`src/rtl/fp_running_max.sv`:
```
// Streaming IEEE-754 maximum finder with argmax index, NaN-seen and index-overflow flags.
// Latency: the result is registered and valid one cycle after the beat carrying in_last.
// Backpressure: in_ready drops while the result is held, and returns the cycle after out_ready takes it.
module fp_running_max #(
  parameter int    BITS       = 16,
  parameter string PRECISION  = "HALF",
  parameter int    INDEX_BITS = 10
) (
  input  logic                  clk,
  input  logic                  reset,
  input  logic                  in_valid,
  output logic                  in_ready,
  input  logic [BITS-1:0]       in_data,
  input  logic                  in_last,
  output logic                  out_valid,
  input  logic                  out_ready,
  output logic [BITS-1:0]       out_max,
  output logic [INDEX_BITS-1:0] out_index,
  output logic                  out_nan,
  output logic                  out_ovf
);

  localparam int EXP_W = (PRECISION == "HALF")   ? 5 :
                         (PRECISION == "SINGLE") ? 8 : 11;
  localparam int MAN_W = BITS - 1 - EXP_W;

  // Canonical quiet NaN: positive sign, exponent all ones, mantissa MSB set
  localparam logic [BITS-1:0] QNAN = {1'b0, {EXP_W{1'b1}}, 1'b1, {(MAN_W-1){1'b0}}};
  localparam logic [INDEX_BITS-1:0] IDX_MAX = '1;

  typedef enum logic [1:0] {
    S_EMPTY = 2'd0,
    S_ACCUM = 2'd1,
    S_HOLD  = 2'd2
  } state_t;

  state_t                state_q;
  logic [BITS-1:0]       cand_q, cand_d;
  logic [INDEX_BITS-1:0] cand_idx_q, cand_idx_d;
  logic [INDEX_BITS-1:0] cnt_q;
  logic                  nan_q, nan_d;
  logic                  ovf_q, ovf_d;
  logic                  have_d;

  logic                  in_ready_q;
  logic                  out_valid_q;
  logic [BITS-1:0]       out_max_q;
  logic [INDEX_BITS-1:0] out_index_q;
  logic                  out_nan_q;
  logic                  out_ovf_q;

  logic accept;
  logic elem_nan;
  logic take;

  function automatic logic is_nan(input logic [BITS-1:0] v);
    return (&v[BITS-2:MAN_W]) && (|v[MAN_W-1:0]);
  endfunction

  // Ordering of two non-NaN values; sign-magnitude so negatives compare reversed
  function automatic logic fp_gt(input logic [BITS-1:0] x, input logic [BITS-1:0] y);
    logic [BITS-2:0] mx;
    logic [BITS-2:0] my;
    logic            r;
    mx = x[BITS-2:0];
    my = y[BITS-2:0];
    if (mx == '0 && my == '0) begin
      r = 1'b0;
    end else if (x[BITS-1] != y[BITS-1]) begin
      r = ~x[BITS-1];
    end else if (!x[BITS-1]) begin
      r = (mx > my);
    end else begin
      r = (mx < my);
    end
    return r;
  endfunction

  // Candidate update for the beat on the inputs; ties keep the earlier index
  always_comb begin
    accept     = in_valid && in_ready_q;
    elem_nan   = is_nan(in_data);
    take       = accept && !elem_nan &&
                 ((state_q == S_EMPTY) || fp_gt(in_data, cand_q));
    cand_d     = take ? in_data : cand_q;
    cand_idx_d = take ? cnt_q : cand_idx_q;
    nan_d      = nan_q | (accept & elem_nan);
    // Counter about to wrap with more beats still to come: frame exceeds the index range
    ovf_d      = ovf_q | (accept && (cnt_q == IDX_MAX) && !in_last);
    have_d     = (state_q == S_ACCUM) || take;
  end

  // Frame state machine with registered handshake and result outputs
  always_ff @(posedge clk or posedge reset) begin
    if (reset) begin
      state_q     <= S_EMPTY;
      cand_q      <= '0;
      cand_idx_q  <= '0;
      cnt_q       <= '0;
      nan_q       <= 1'b0;
      ovf_q       <= 1'b0;
      in_ready_q  <= 1'b1;
      out_valid_q <= 1'b0;
      out_max_q   <= '0;
      out_index_q <= '0;
      out_nan_q   <= 1'b0;
      out_ovf_q   <= 1'b0;
    end else begin
      case (state_q)
        S_EMPTY, S_ACCUM: begin
          if (accept) begin
            cand_q     <= cand_d;
            cand_idx_q <= cand_idx_d;
            nan_q      <= nan_d;
            ovf_q      <= ovf_d;
            cnt_q      <= cnt_q + 1'b1;
            if (in_last) begin
              state_q     <= S_HOLD;
              in_ready_q  <= 1'b0;
              out_valid_q <= 1'b1;
              out_max_q   <= have_d ? cand_d : QNAN;
              out_index_q <= have_d ? cand_idx_d : '0;
              out_nan_q   <= nan_d;
              out_ovf_q   <= ovf_d;
            end else begin
              state_q <= have_d ? S_ACCUM : S_EMPTY;
            end
          end
        end
        S_HOLD: begin
          if (out_ready) begin
            state_q     <= S_EMPTY;
            cand_q      <= '0;
            cand_idx_q  <= '0;
            cnt_q       <= '0;
            nan_q       <= 1'b0;
            ovf_q       <= 1'b0;
            in_ready_q  <= 1'b1;
            out_valid_q <= 1'b0;
          end
        end
        default: begin
          state_q <= S_EMPTY;
        end
      endcase
    end
  end

  assign in_ready  = in_ready_q;
  assign out_valid = out_valid_q;
  assign out_max   = out_max_q;
  assign out_index = out_index_q;
  assign out_nan   = out_nan_q;
  assign out_ovf   = out_ovf_q;

endmodule

```
`config.mk`:
```
export PLATFORM = sky130hd
export DESIGN_NAME = fp_running_max
export DESIGN_NICKNAME = d
export VERILOG_FILES = /design/src/rtl/fp_running_max.sv
export SDC_FILE = /design/constraint.sdc
export NUM_CORES = 1
export LEC_CHECK = 0
export CAP_MARGIN = 40
export CORE_AREA = 2 2 126 67
export DETAILED_ROUTE_END_ITERATION = 10
export DIE_AREA = 0 0 128 69
export PLACE_DENSITY_LB_ADDON = 0.05
export RECOVER_POWER = 50
export SYNTH_ARGS = -nofsm -noshare
export SYNTH_HDL_FRONTEND = slang
export SYNTH_SLANG_ARGS = --single-unit
```
`constraint.sdc`:
```
create_clock -name clk -period 2.8 [get_ports clk]
set_clock_uncertainty 0.15 [all_clocks]
set_input_delay 0.42 -clock clk [delete_from_list [all_inputs] [get_ports clk]]
set_output_delay 0.42 -clock clk [all_outputs]
set_load 0.1 [all_outputs]
```
; Word-level counts from Yosys, hierarchy flattened
; Cells that the tools add are included.
[classes]
n_lt_le_gt_ge = 2
n_mux = 32
eq_ne = 7
bitwise_logic = 4
addsub = 1
reduce_logical = 22
[op_table]
columns = cell, n
row1 = $mux W16, 4
row2 = $mux W10, 5
row3 = $pmux W10 S2, 2
row4 = $pmux W16 S2, 1
row5 = $logic_not A15 Y1, 2
row6 = $gt A15 B15 Y1, 1
row7 = $lt A15 B15 Y1, 1
row8 = $mux W1, 12
row9 = $add A10 B1 Y10 const B, 1
row10 = $eq A10 B10 Y1 const B, 1
row11 = $reduce_or A10 Y1, 1
row12 = $pmux W1 S2, 4
row13 = $logic_and A1 B1 Y1, 7
row14 = $mux W2, 3
row15 = $ne A2 B2 Y1 const B, 3
row16 = $reduce_and A3 Y1, 2
row17 = $reduce_and A5 Y1, 1
row18 = $pmux W2 S2, 1
row19 = $reduce_and A4 Y1, 1
row20 = $eq A2 B1 Y1 const B, 1
row21 = $eq A2 B2 Y1 const B, 1
row22 = $logic_not A1 Y1, 2
row23 = $logic_not A2 Y1, 1
row24 = $logic_or A1 B1 Y1, 2
row25 = 7 further kinds, 8
[word_totals]
word_cells = 80
out_inout_bits = 30
register_bits = 70

; Logic depth before layout (Yosys ltp)
[logic_depth]
word_depth = 11
ltp_mapped = 9

; Worst setup path before layout
; No wires, ideal clock.
[synth_path]
kind = input to register
from = in in_data[8]
to = reg cand_q[10]
arrival_ns = 2.429
required_time_ns = 2.525
cell_stages = 8
setup_ns = 0.125
slack_ns = 0.096
path_cell_list = ha_1 -> a21o_1 -> a221o_1 -> a211oi_1 -> a21oi_1 -> a31oi_4 -> buf_6 -> mux2_4
[synth_between]
elab_chain_len = 9
[synth_lines]
columns = element, line_no
row1 = "start, declared", 13  ; input logic [BITS-1:0] in_data,
row2 = $gt A15 B15 Y1 / $lt A15 B15 Y1 (equally long branches), "72, 74"
row3 = $mux W1, 71  ; end else if (!x[BITS-1]) begin
row4 = $mux W1, 69  ; end else if (x[BITS-1] != y[BITS-1]) begin
row5 = $mux W1, 67  ; if (mx == '0 && my == '0) begin
row6 = $logic_or A1 B1 Y1, 84  ; ((state_q == S_EMPTY) || fp_gt(in_data, cand_q));
row7 = $logic_and A1 B1 Y1 (*), 83  ; take = accept && !elem_nan &&
row8 = $mux W16 (*), 85  ; cand_d = take ? in_data : cand_q;
row9 = $mux W16 (*), 111  ; if (accept) begin
row10 = $pmux W16 S2 (*), 109  ; case (state_q)
row11 = "end signal, assigned", 112  ; cand_q <= cand_d;
row12 = "end, declared", 38  ; logic [BITS-1:0] cand_q, cand_d;
; Every way passes the cells marked *; elsewhere a longest branch is shown, timed or not. The select of a mux whose other input is x is not followed.
; A chain may end at the register's enable or synchronous reset.

; Worst setup path in the final report
[layout_path]
from = reg cand_q[9]
to = reg cand_q[2]
[layout_between]
elab_chain_len = 9
[layout_lines]
columns = element, line_no
row1 = $gt A15 B15 Y1 / $lt A15 B15 Y1 (equally long branches), "72, 74"
row2 = $mux W1, 71
row3 = $mux W1, 69
row4 = $mux W1 (*), 67
row5 = $logic_or A1 B1 Y1 (*), 84
row6 = $logic_and A1 B1 Y1 (*), 83
row7 = $mux W16 (*), 85
row8 = $mux W16 (*), 111
row9 = $pmux W16 S2 (*), 109
; Marked as above.

==> out/metrics.cfg <==
[global_routing]
grt_pass1_wl_um = 17200
grt_antenna_before_repair = 0
grt_remaining_overflow = 0
grt_pass1_vias = 3078
grt_usage_pct = 25.7
grt_max_degree = 71

[sta]
finalCriticalPeriod_ns = 2.79
worst_pin_slew_ns = 1.75
setup_ws_ns = 0.0136
setup_viol = 0
max_freq_mhz = 359
slew_headroom_pct = -16.7
slew_violations = 71
hold_viol_final = 0
rsz0062_at_grt = true
fin_crit_sh_pct = 99.5

[die]
die_h_um = 69
num_rows = 23
dieArea_um2 = 8830
die_w_um = 128
start_util_pct = 47.5
core_um2 = 7710
io_pins = 51

[placed_design]
io_buffers = 50
place_congestion = 0.877
placed_area_um2 = 4430
placedCellCount = 517
hpwl_um = 6960
dp_slack_ns = -0.695

[drt]
vias = 3091
routed_wl_um = 10800
post_drt_wl_per_cell_um = 19.9
ant_nets = 0
drt-initial-drc-count = 284
viasPerCell = 5.70
drc = 0
detailedRoute.firstPassIterationCount = 5

[yosys]
syn_inst = 346
synth-compound-area-share_pct = 14.2
ys_ff_latch = 70
syn_area_um2 = 3660
ys.flop_type = dfrtp_1
ys_seq_area_share_pct = 47.8
syn_area_per_cell_um2 = 10.6
ys_async_sr_fraction_pct = 100
synthesis.nets = 383
synth_xor_xnor_area_share_pct = 1.43
synthSimpleGateAreaFrac_pct = 17.8
ys_types = 51
synth_top_family_by_area = simple AND/OR/NAND/NOR gates
yosysWarnings = 0
synth_edf_count = 0
synth_mux_area_share_pct = 7.99
synth-adder-area-share_pct = 5.46

[worst_setup_path]
r2r-end = cand_q[2]
critPathLaunchType = register
crit_path_top_delay_cell = dfrtp_1
critical_path_buf_inv_count = 3
crit_path_cell_trace = inv_2 > ha_1 > and2_4 > a221o_1 > a211oi_2 > a21oi_4 > a31oi_4 > buf_6 > buf_12 > mux2_4
rrSetupSlack_ns = 0.01
cp-end-kind = register
cp_max_fo = 8
critPathTopFamily = compound AO/OA/AOI/OAI gates
critPathKind = register to register
cp.arrival_ns = 2.85
cp_slowest_stage_delay_ns = 0.38
critPathRequiredTime_ns = 2.87
r2r_start = cand_q[9]
reg2regPathDepth = 10

[power_and_ir_drop]
switchingPower_w = 0.00279
power_per_cell_area_nw_per_um2 = 1230
p_leak_nw = 2.52
intPower_w = 0.00334
comb_power_share_pct = 51.7
ir_drop_mv = 0.680
finalPower_w = 0.00614
p_clk_share_pct = 20.8
p_sw_share_pct = 45.5
pwr-share-seq_pct = 27.5

[worst_hold_path]
min_path_type = primary input to register
hold_start = in_data[6]
whs_path_depth = 2
whs_endpoint = cand_q[6]

[clock_tree]
cts.sinks = 70
clk_latency_ns = 0.34
h-tree-depth = 3
cts_tree = yes
path_clk_slew_ns = 0.06
cts-root-buf = clkbuf_16
cts_buffers = 9
cts.hold.buffers_added = 0
ctsLongestPathBuffers = 2

[run_status]
violations = capacitance limit, slew limit
outcome = complete, but fails checks

[cells_and_area]
area_growth_pct = 36.2
final_common_cell = dfrtp_1
design_area_um2 = 4990
drive_gt1_share_pct = 30.1
stdcell_count = 542
finalNetCount = 474
final_cell_mix = 69 x dfrtp_1, 65 x buf_4, 33 x nor2_1
antenna_cells = 0

[job]
max_cap_viol_count = 1

-- area by class of cell --
cell class	instances	area, um2
tap	100	125
timing repair buffer	93	807
fill	629	2720
clock inverter	5	81.3
multi-input combinational	233	1860
inverter	30	113
sequential	70	1750
clock buffer	11	253
-- through the flow --
stage               setup TNS (ns)  util [%]  hold slack [ns]
CTS                              0      63.8            0.344
global placement            -24.04      57.5            0.321
floorplan                        0         -            0.313
global route                -0.718      64.7            0.341
finish                           0      64.7            0.322
detailed placement          -27.03      57.5            0.322
-- power by group through the flow --
stage	registers [W]	clock network, W	logic (W)
floorplan	0.00275	0	0.00104
global placement	0.00168	0	0.00284
detailed placement	0.00169	0	0.00288
CTS	0.00168	0.00128	0.00304
global route	0.00174	0.00133	0.00336
finish	0.00169	0.00128	0.00317
-- kinds of logic after synthesis --
| kind of cell | after synthesis |
|---|---|
| simple gates | 123 |
| flops | 70 |
| compound gates | 61 |
| buf+inv | 44 |
| mux | 26 |
| fa+ha+maj | 16 |
| xor+xnor | 6 |
-- worst reg2reg max path: cells and delay by family, from the launching register on --
family,cells,cell delay [ns]
simple gates,1,0.16
compound gates,4,1.02
fa+ha+maj,1,0.29
mux,1,0.31
buf+inv,3,0.34
flops,1,0.38
-- flip-flops by register name (all words and copies together) (netlist names) --
name	flops
cand_q	16
out_max	16
cand_idx_q	10
cnt_q	10
out_index	10
state_q	2
in_ready	1
nan_q	1
out_nan	1
out_ovf	1
out_valid	1
ovf_q	1
-- routing by layer --
layer | vias up | global-route usage, % | routed length [um]
li1 | 1414 | - | -
met1 | 1540 | 38.7 | 5260
met2 | 127 | 35.0 | 4500
met3 | 10 | 8.62 | 910
met4 | 0 | 6.96 | 102
met5 | - | 0 | 0
-- synthesized netlist by cell type (2+ instances only) --
| master | number | area, um2 |
|---|---|---|
| clkbuf_1 | 8 | 30.0 |
| or4_1 | 4 | 30.0 |
| and2_0 | 2 | 12.5 |
| buf_2 | 2 | 10.0 |
| o221a_2 | 3 | 33.8 |
| mux2_4 | 5 | 75.1 |
| inv_1 | 30 | 113 |
| nand2_1 | 32 | 120 |
| xnor2_1 | 6 | 52.6 |
| nand2b_1 | 4 | 25.0 |
| a21o_1 | 2 | 15.0 |
| mux2_1 | 3 | 33.8 |
| a31oi_1 | 2 | 12.5 |
| mux2_2 | 3 | 33.8 |
| and3_1 | 4 | 25.0 |
| nor2_1 | 33 | 124 |
| o21ai_0 | 10 | 50.1 |
| a221o_1 | 20 | 200 |
| a21oi_1 | 9 | 45.0 |
| and2_1 | 21 | 131 |
| or3_1 | 2 | 12.5 |
| a221oi_2 | 3 | 45.0 |
| nor4_1 | 5 | 31.3 |
| ha_1 | 16 | 200 |
| buf_6 | 3 | 33.8 |
| and3b_1 | 2 | 17.5 |
| and4_1 | 3 | 26.3 |
| mux2i_1 | 15 | 150 |
| nand3b_1 | 2 | 15.0 |
| nand3_1 | 2 | 10.0 |
| dfrtp_1 | 69 | 1730 |
| a211oi_1 | 2 | 15.0 |
-- what timing repair did --
action | CTS | global route
cloned | 2 | 0
endpoints found under the hold margin | 0 | 0
buffers inserted | 3 | 5
gates resized for setup | 28 | 20
pin swaps | 15 | 8
setup endpoints to repair | 46 | 52
-- how the worst max path moves through the flow --
stage	startpoint	endpoint	depth (start not counted)
floorplan	in_data[8]	cand_q[10]	8
global placement	in_data[4]	out_index[1]	8
detailed placement	in_data[4]	out_index[0]	8
CTS	in_data[13]	cand_q[11]	9
global route	cand_q[8]	cand_q[2]	10
finish	cand_q[9]	cand_q[2]	10
(Power assumes the default switching activity.)
